**config.mk**
```make
export PLATFORM = sky130hd
export DESIGN_NAME = nibble_serial_addsub
export DESIGN_NICKNAME = d
export VERILOG_FILES = /design/src/rtl/nibble_serial_addsub.sv
export SDC_FILE = /design/constraint.sdc
export NUM_CORES = 1
export LEC_CHECK = 0
export BUFFER_PORTS_ARGS = -buffer_cell sky130_fd_sc_hd__buf_2
export CORE_MARGIN = 3
export CORE_UTILIZATION = 55
export CTS_CLUSTER_SIZE = 40
export DETAILED_ROUTE_END_ITERATION = 8
export PLACE_DENSITY = 0.82
export SYNTH_ARGS = -nofsm -noshare
export SYNTH_HDL_FRONTEND = slang
export SYNTH_SLANG_ARGS = --single-unit
export TNS_END_PERCENT = 50
```
**constraint.sdc**
```tcl
create_clock -name clk -period 4.6 [get_ports clk]
set_clock_uncertainty 0.05 [all_clocks]
set_input_delay 0.46 -clock clk [delete_from_list [all_inputs] [get_ports clk]]
set_output_delay 0.46 -clock clk [all_outputs]
set_load 0.02 [all_outputs]
```
**src/rtl/nibble_serial_addsub.sv**
```systemverilog
// Serial WIDTH-bit adder/subtractor that handles one 4-bit nibble per clock, LSB nibble first.
// Each nibble uses lookahead carry equations. A registered carry links one nibble to the next.
module nibble_serial_addsub #(
    parameter int WIDTH = 16
) (
    input  logic             clk,
    input  logic             rst_n,
    input  logic             start,
    input  logic             sub,
    input  logic [WIDTH-1:0] a,
    input  logic [WIDTH-1:0] b,
    output logic             busy,
    output logic             done,
    output logic [WIDTH-1:0] result,
    output logic             cout,
    output logic             ovf
);

    localparam int N  = WIDTH / 4;
    localparam int CW = (N > 1) ? $clog2(N) : 1;

    typedef enum logic [1:0] {IDLE, RUN, DONE} state_t;

    state_t           state, next_state;
    logic [WIDTH-1:0] a_reg, b_reg;
    logic             carry;
    logic [CW-1:0]    cnt;
    logic             accept, last;
    logic [3:0]       ak, bk, g, p, s;
    logic             c1, c2, c3, c4;

    // A new operation may begin from IDLE, or straight out of DONE for back-to-back use
    assign accept = start && (state != RUN);
    assign last   = (cnt == CW'(N - 1));

    // Operands shift right each step, so the current nibble is always in the low 4 bits
    assign ak = a_reg[3:0];
    assign bk = b_reg[3:0];
    assign g  = ak & bk;
    assign p  = ak ^ bk;
    assign c1 = g[0] | (p[0] & carry);
    assign c2 = g[1] | (p[1] & g[0]) | (p[1] & p[0] & carry);
    assign c3 = g[2] | (p[2] & g[1]) | (p[2] & p[1] & g[0]) | (p[2] & p[1] & p[0] & carry);
    assign c4 = g[3] | (p[3] & g[2]) | (p[3] & p[2] & g[1]) | (p[3] & p[2] & p[1] & g[0])
              | (p[3] & p[2] & p[1] & p[0] & carry);
    assign s  = p ^ {c3, c2, c1, carry};

    always_ff @(posedge clk or negedge rst_n) begin
        if (!rst_n) begin
            state <= IDLE;
        end else begin
            state <= next_state;
        end
    end

    always_comb begin
        next_state = state;
        busy       = 1'b0;
        done       = 1'b0;
        case (state)
            IDLE: begin
                if (accept) next_state = RUN;
            end
            RUN: begin
                busy = 1'b1;
                if (last) next_state = DONE;
            end
            DONE: begin
                done       = 1'b1;
                next_state = accept ? RUN : IDLE;
            end
            default: next_state = IDLE;
        endcase
    end

    // Subtraction is a + ~b + 1: the +1 enters as the initial carry
    always_ff @(posedge clk or negedge rst_n) begin
        if (!rst_n) begin
            a_reg  <= '0;
            b_reg  <= '0;
            carry  <= 1'b0;
            cnt    <= '0;
            result <= '0;
            cout   <= 1'b0;
            ovf    <= 1'b0;
        end else if (accept) begin
            a_reg <= a;
            b_reg <= sub ? ~b : b;
            carry <= sub;
            cnt   <= '0;
        end else if (state == RUN) begin
            a_reg <= a_reg >> 4;
            b_reg <= b_reg >> 4;
            carry <= c4;
            cnt   <= cnt + 1'b1;
            for (int k = 0; k < N; k++) begin
                if (cnt == CW'(k)) result[4*k +: 4] <= s;
            end
            if (last) begin
                cout <= c4;
                ovf  <= c4 ^ c3;
            end
        end
    end

endmodule

```
==> results of run 1 <==
worst max path at each step:
stage | startpoint | end | slack (ps) | cells past startpoint
2_1_floorplan | a_reg[0] | result[10] | 3050 | 4
3_3_place_gp | state[0] | busy | 2460 | 3
4_1_cts | state[0] | busy | 2060 | 3
6_report | state[0] | busy | 2050 | 3
5_1_grt | state[0] | busy | 1880 | 3
3_5_place_dp | state[0] | busy | 2410 | 3
final cells by class:
cell class,instances,area [sq um],area share (%)
clock buffer,5,68.82,2.117
clock inverter,3,67.56,2.079
inverter,9,33.78,1.039
multi-input combinational,188,1330,40.92
sequential,55,1376,42.34
tap,67,83.83,2.579
timing repair buffer,57,290.3,8.930
Yosys cell counts:
library cell	n
a211o_1	1
a211oi_1	4
a211oi_4	1
a21oi_1	2
and2b_2	2
buf_2	8
buf_4	2
buf_6	3
clkbuf_1	3
clkinv_1	1
dfrtp_1	55
fa_1	1
ha_1	8
inv_1	8
mux2_2	2
mux2i_1	35
nand2_1	39
nand3_1	5
nand3b_2	3
nand3b_4	1
nand4_1	1
nor2_1	11
nor2b_1	2
nor3b_1	1
o2111ai_1	4
o211ai_1	1
o21a_1	1
o21ai_0	34
o21ai_2	1
o22ai_1	1
o31ai_1	5
or2_2	1
or4_1	4
xnor2_1	4
xor2_1	13
metal layers:
| metal | vias to the layer above | GRT usage, % | wire [um] |
|---|---|---|---|
| met5 | - | 0 | 0 |
| met4 | 0 | 6.050 | 77 |
| met3 | 7 | 4.408 | 279 |
| met2 | 57 | 31.93 | 2652 |
| met1 | 932 | 24.58 | 2414 |
| li1 | 1028 | - | - |
per-stage QoR:
step	cells	utilization [%]	area [sq um]	setup slack, ps	total power [uW]
2_1_floorplan	268	-	2840	3054	1578
3_3_place_gp	376	64.23	3114	2461	1773
3_5_place_dp	376	64.23	3114	2412	1814
4_1_cts	384	67.05	3251	2058	2199
5_1_grt	384	67.05	3251	1878	2366
6_report	384	67.05	3251	2050	2179
kinds of logic after synthesis:
group / after synthesis / share of synthesized area (%)
buffers and inverters: 25 / 4.713
adder cells (fa/ha/maj): 9 / 4.229
flip-flops: 55 / 48.46
multiplexers: 37 / 13.13
AND/OR/NAND/NOR: 70 / 12.20
XOR/XNOR: 17 / 5.242
AO/OA/AOI/OAI: 55 / 12.03
power groups by stage:
stage | Sequential, uW | Combinational [uW] | Clock (uW)
floorplan | 901 | 677 | 0
detailed placement | 848 | 965 | 0
finish | 838 | 968 | 374
global route | 869 | 1100 | 400
CTS | 840 | 976 | 383
global placement | 836 | 936 | 0
==> run metrics, run 1 <==
clock latency at the later pin of the worst-skew pair 310 ps; clock slew at the register clock pins of the worst setup and hold paths 100 ps; r2r worst-path depth 3; hold bufs inserted after CTS 0; post-DP HPWL 3823 um; count of final hold-check violations 0; cell type with the largest total area after synthesis dfrtp_1; #FFs+latches synth 55; commonest non-fill, non-tap cells in the layout 55 x dfrtp_1, 55 x buf_2, 39 x nand2_1, 35 x mux2i_1, 34 x o21ai_0; Tot GR Track Use 19.14%; part of the Yosys area used for sequential elements 48.46%; Residual DRC 0; share of total power in combinational logic 44.4%; fillcell total 364; diodes inserted 0; minimum hold slack 216.7 ps; worst setup path category reg -> out; post-route antenna net violation count 0; final worst-path cycle share 55.44%; global route overflow 0; maximum level of the CTS H-tree 2; worst reg-to-reg setup slack 2770 ps; CORE AREA 4848 sq um; global-route wire length before repair 9259 um; Cell Area, Synth 2840 sq um; Slew @ Worst Pin 1012 ps; Final min period 2550 ps; part of the total power dissipated in the clock network 17.2%; clk buf depth 2; TritonCTS Buffers 5; critical register-to-register path endpoint a_reg[11]; # setup viols final 0; share of total power consumed by net switching 41.37%; number of pins with negative max-slew slack in the final report 0; RR Startpoint state[0]; Avg Vias per Cell 5.271; boundary pin count 56; vias in the first global route 1,980; net switching power 901.6 uW; Power Internal 1278 uW; Initial Utilization 58.58%; result of the run finished, final reports clean; antenna violations before repair 0; CTS root buf clkbuf_8; Setup Fix Bufs, Post-CTS 0; Routability Congestion 0.8215; quantity of gates resized following cts 0; areal power density over the cells 670.4 nW/um^2; Synth Area per Inst 10.60 sq um; MaxCap Viol Count 0; required time at the worst-slack endpoint 4090 ps; proportion of power drawn by flip-flops and latches 38.4%; leakage power figure 0.001634 uW; floorplan die area 6062 sq um; Worst Hold Class in -> async; critical path, cell by cell and2b_2 -> buf_4 -> buf_2; TritonCTS clock tree done; layout cells sized above 1 23.97%; worst-path fanout max 37; router iterations before antenna repair 4; Starting DRT DRC Count 136; CP bufs+invs 2; Critical Path Slowest Stage Cell and2b_2; arrival time at the worst endpoint 2040 ps; RSZ-0062 raised after global routing no; maximum number of pins on one net before global-route repair 56; Max rail drop VDD 0.3252 mV; routed wire length 5423 um; Num Clock Sinks 55; number of warning messages in the yosys log 0; Worst slew margin 32.56%; aggregate negative setup slack 0 ps; distinct cell type count of the synthesized netlist 35; crit start category register; Nets 361; Worst path top cell family by delay buffers and inverters; synthesis-to-layout area growth 14.45%; vias 2,024; wire length per cell after detailed routing 14.12 um; die span in x 77.86 um; number of input and output port buffers inserted 55; Std-Cell Rows 25; instance count of the mapped netlist 268; portion of synthesized cell area occupied by the leading cell type 48.46%; largest cells by area after synthesis dfrtp_1 48%, mux2i_1 12%, o21ai_0 6.0%; maximum single-stage delay on the critical path 590 ps; type of destination of the critical path output port; Post-Syn Nets 313; fmax 392.1 MHz; overall die height 77.86 um
Power figures use the tool's default switching activity.
==> run 2, diff against run 1 <==
==> constraint.sdc (replaced) <==
create_clock -name clk -period 2.35 [get_ports clk]
set_clock_uncertainty 0.05 [all_clocks]
set_input_delay 0.235 -clock clk [delete_from_list [all_inputs] [get_ports clk]]
set_output_delay 0.235 -clock clk [all_outputs]
set_load 0.02 [all_outputs]
==> run metrics, run 2 (synthesized netlist as in run 1, its figures left out) <==
Initial Utilization 58.58%; fillcell total 391; aggregate negative setup slack 0 ps; maximum number of pins on one net before global-route repair 38; Worst slew margin 49.03%; Residual DRC 0; clock latency at the later pin of the worst-skew pair 310 ps; Nets 366; number of input and output port buffers inserted 55; vias 2,088; global route overflow 0; # setup viols final 0; antenna violations before repair 0; router iterations before antenna repair 4; leakage power figure 0.001659 uW; Avg Vias per Cell 5.368; crit start category register; count of final hold-check violations 0; final setup slack of the worst path 306.6 ps; Worst Hold Class in -> reg; worst setup path category reg -> out; clk buf depth 2; RSZ-0062 raised after global routing no; Num Clock Sinks 55; Highest Signal Layer met4; post-placement worst setup slack 626.4 ps; global-route wire length before repair 9301 um; layout cells sized above 1 24.84%; clock slew at the register clock pins of the worst setup and hold paths 100 ps; routed wire length 5685 um; Final min period 2043 ps; post-DP HPWL 4127 um; overall die height 77.86 um; origin of the worst setup path state[0]; TritonCTS clock tree done; required time at the worst-slack endpoint 2070 ps; Max rail drop VDD 0.6399 mV; post-route antenna net violation count 0; worst-path fanout max 37; commonest non-fill, non-tap cells in the layout 55 x dfrtp_1, 55 x buf_2, 39 x nand2_1, 35 x mux2i_1, 34 x o21ai_0; boundary pin count 56; fmax 489.4 MHz; MaxCap Viol Count 0; type of destination of the critical path output port; synthesis-to-layout area growth 15.64%; CORE AREA 4848 sq um; final worst-path cycle share 86.96%; Tot GR Track Use 19.28%; number of instances in the placed design 380; maximum level of the CTS H-tree 2; CTS root buf clkbuf_8; areal power density over the cells 1295 nW/um^2; arrival time at the worst endpoint 1760 ps; TritonCTS Buffers 5; number of pins with negative max-slew slack in the final report 0; floorplan die area 6062 sq um; vias in the first global route 2,021; wire length per cell after detailed routing 14.61 um; length of routed met3 wiring 295 um; Starting DRT DRC Count 174; diodes inserted 0; result of the run finished, final reports clean; RR Startpoint state[0]; Routability Congestion 0.8635; routed length on met1 2529 um; Finished Layout Cells 389; Slew @ Worst Pin 764.5 ps; Hold Path Origin a[15]; die span in x 77.86 um; met2 WL 2807 um; Std-Cell Rows 25
[run 2: cell types whose count changed in the layout (fill, tap and decap cells not counted)]
cell	before	now
bufinv_16	2	1
clkinvlp_4	1	0
dlygate4sd3_1	0	1
clkinv_2	0	1
clkbuf_8	5	6
buf_12	0	1
buf_4	2	5
[run 2: layer usage]
layer / up-vias / global-route usage (%)
li1: 1030 / -
met1: 996 / 25.34
met2: 57 / 30.91
met3: 5 / 4.292
met4: 0 / 7.651
met5: - / 0
[run 2: worst paths after layout]
check	depth (start not counted)	slack (ps)	to
max in group asynchronous	3	1100	a_reg[5]
worst min register to register	2	430	result[6]
worst max-delay path	2	310	busy
worst min-delay path	3	120	a_reg[15]
min in group asynchronous	2	470	result[10]
worst max register to register	4	580	b_reg[10]
[run 2: area by class of cell]
type	instances	area, sq um	area share, %
multi-input cells	188	1330	40.50
inverters	9	33.78	1.029
clock inverters	2	35.03	1.067
clock buffers	6	82.58	2.514
flip-flops and latches	55	1376	41.90
well taps	67	83.83	2.552
repair buffers	62	342.8	10.44
[run 2: worst max-delay path, stage by stage, from the launching register on]
cell and delay [ps]:
dfrtp_1 530, and2b_2 640, buf_2 280
[run 2: repair_timing]
| action | CTS | global route |
|---|---|---|
| gates resized for setup | 0 | 0 |
| endpoints found under the hold margin | 32 | 0 |
| endpoints found under the setup margin | 0 | 0 |
| setup buffers | 0 | 0 |
| hold buffers | 1 | 0 |
[run 2: metrics by stage]
step	area [sq um]	utilization (%)	hold slack [ps]	power, uW
after global placement	3157	65.11	282.9	3517
after floorplan	2840	-	-110.6	3088
final	3284	67.74	115.9	4252
after CTS	3284	67.74	114.4	4269
after global routing	3284	67.74	146.0	4572
after detailed placement	3157	65.11	290.6	3612
[run 2: where the power goes]
group,switching (uW),internal [uW],total (uW),leakage (uW)
registers,262,1370,1630,0.000698
clock network,308,345,654,0.0000612
logic,1230,734,1960,0.000899
total,1800,2450,4250,0.00166
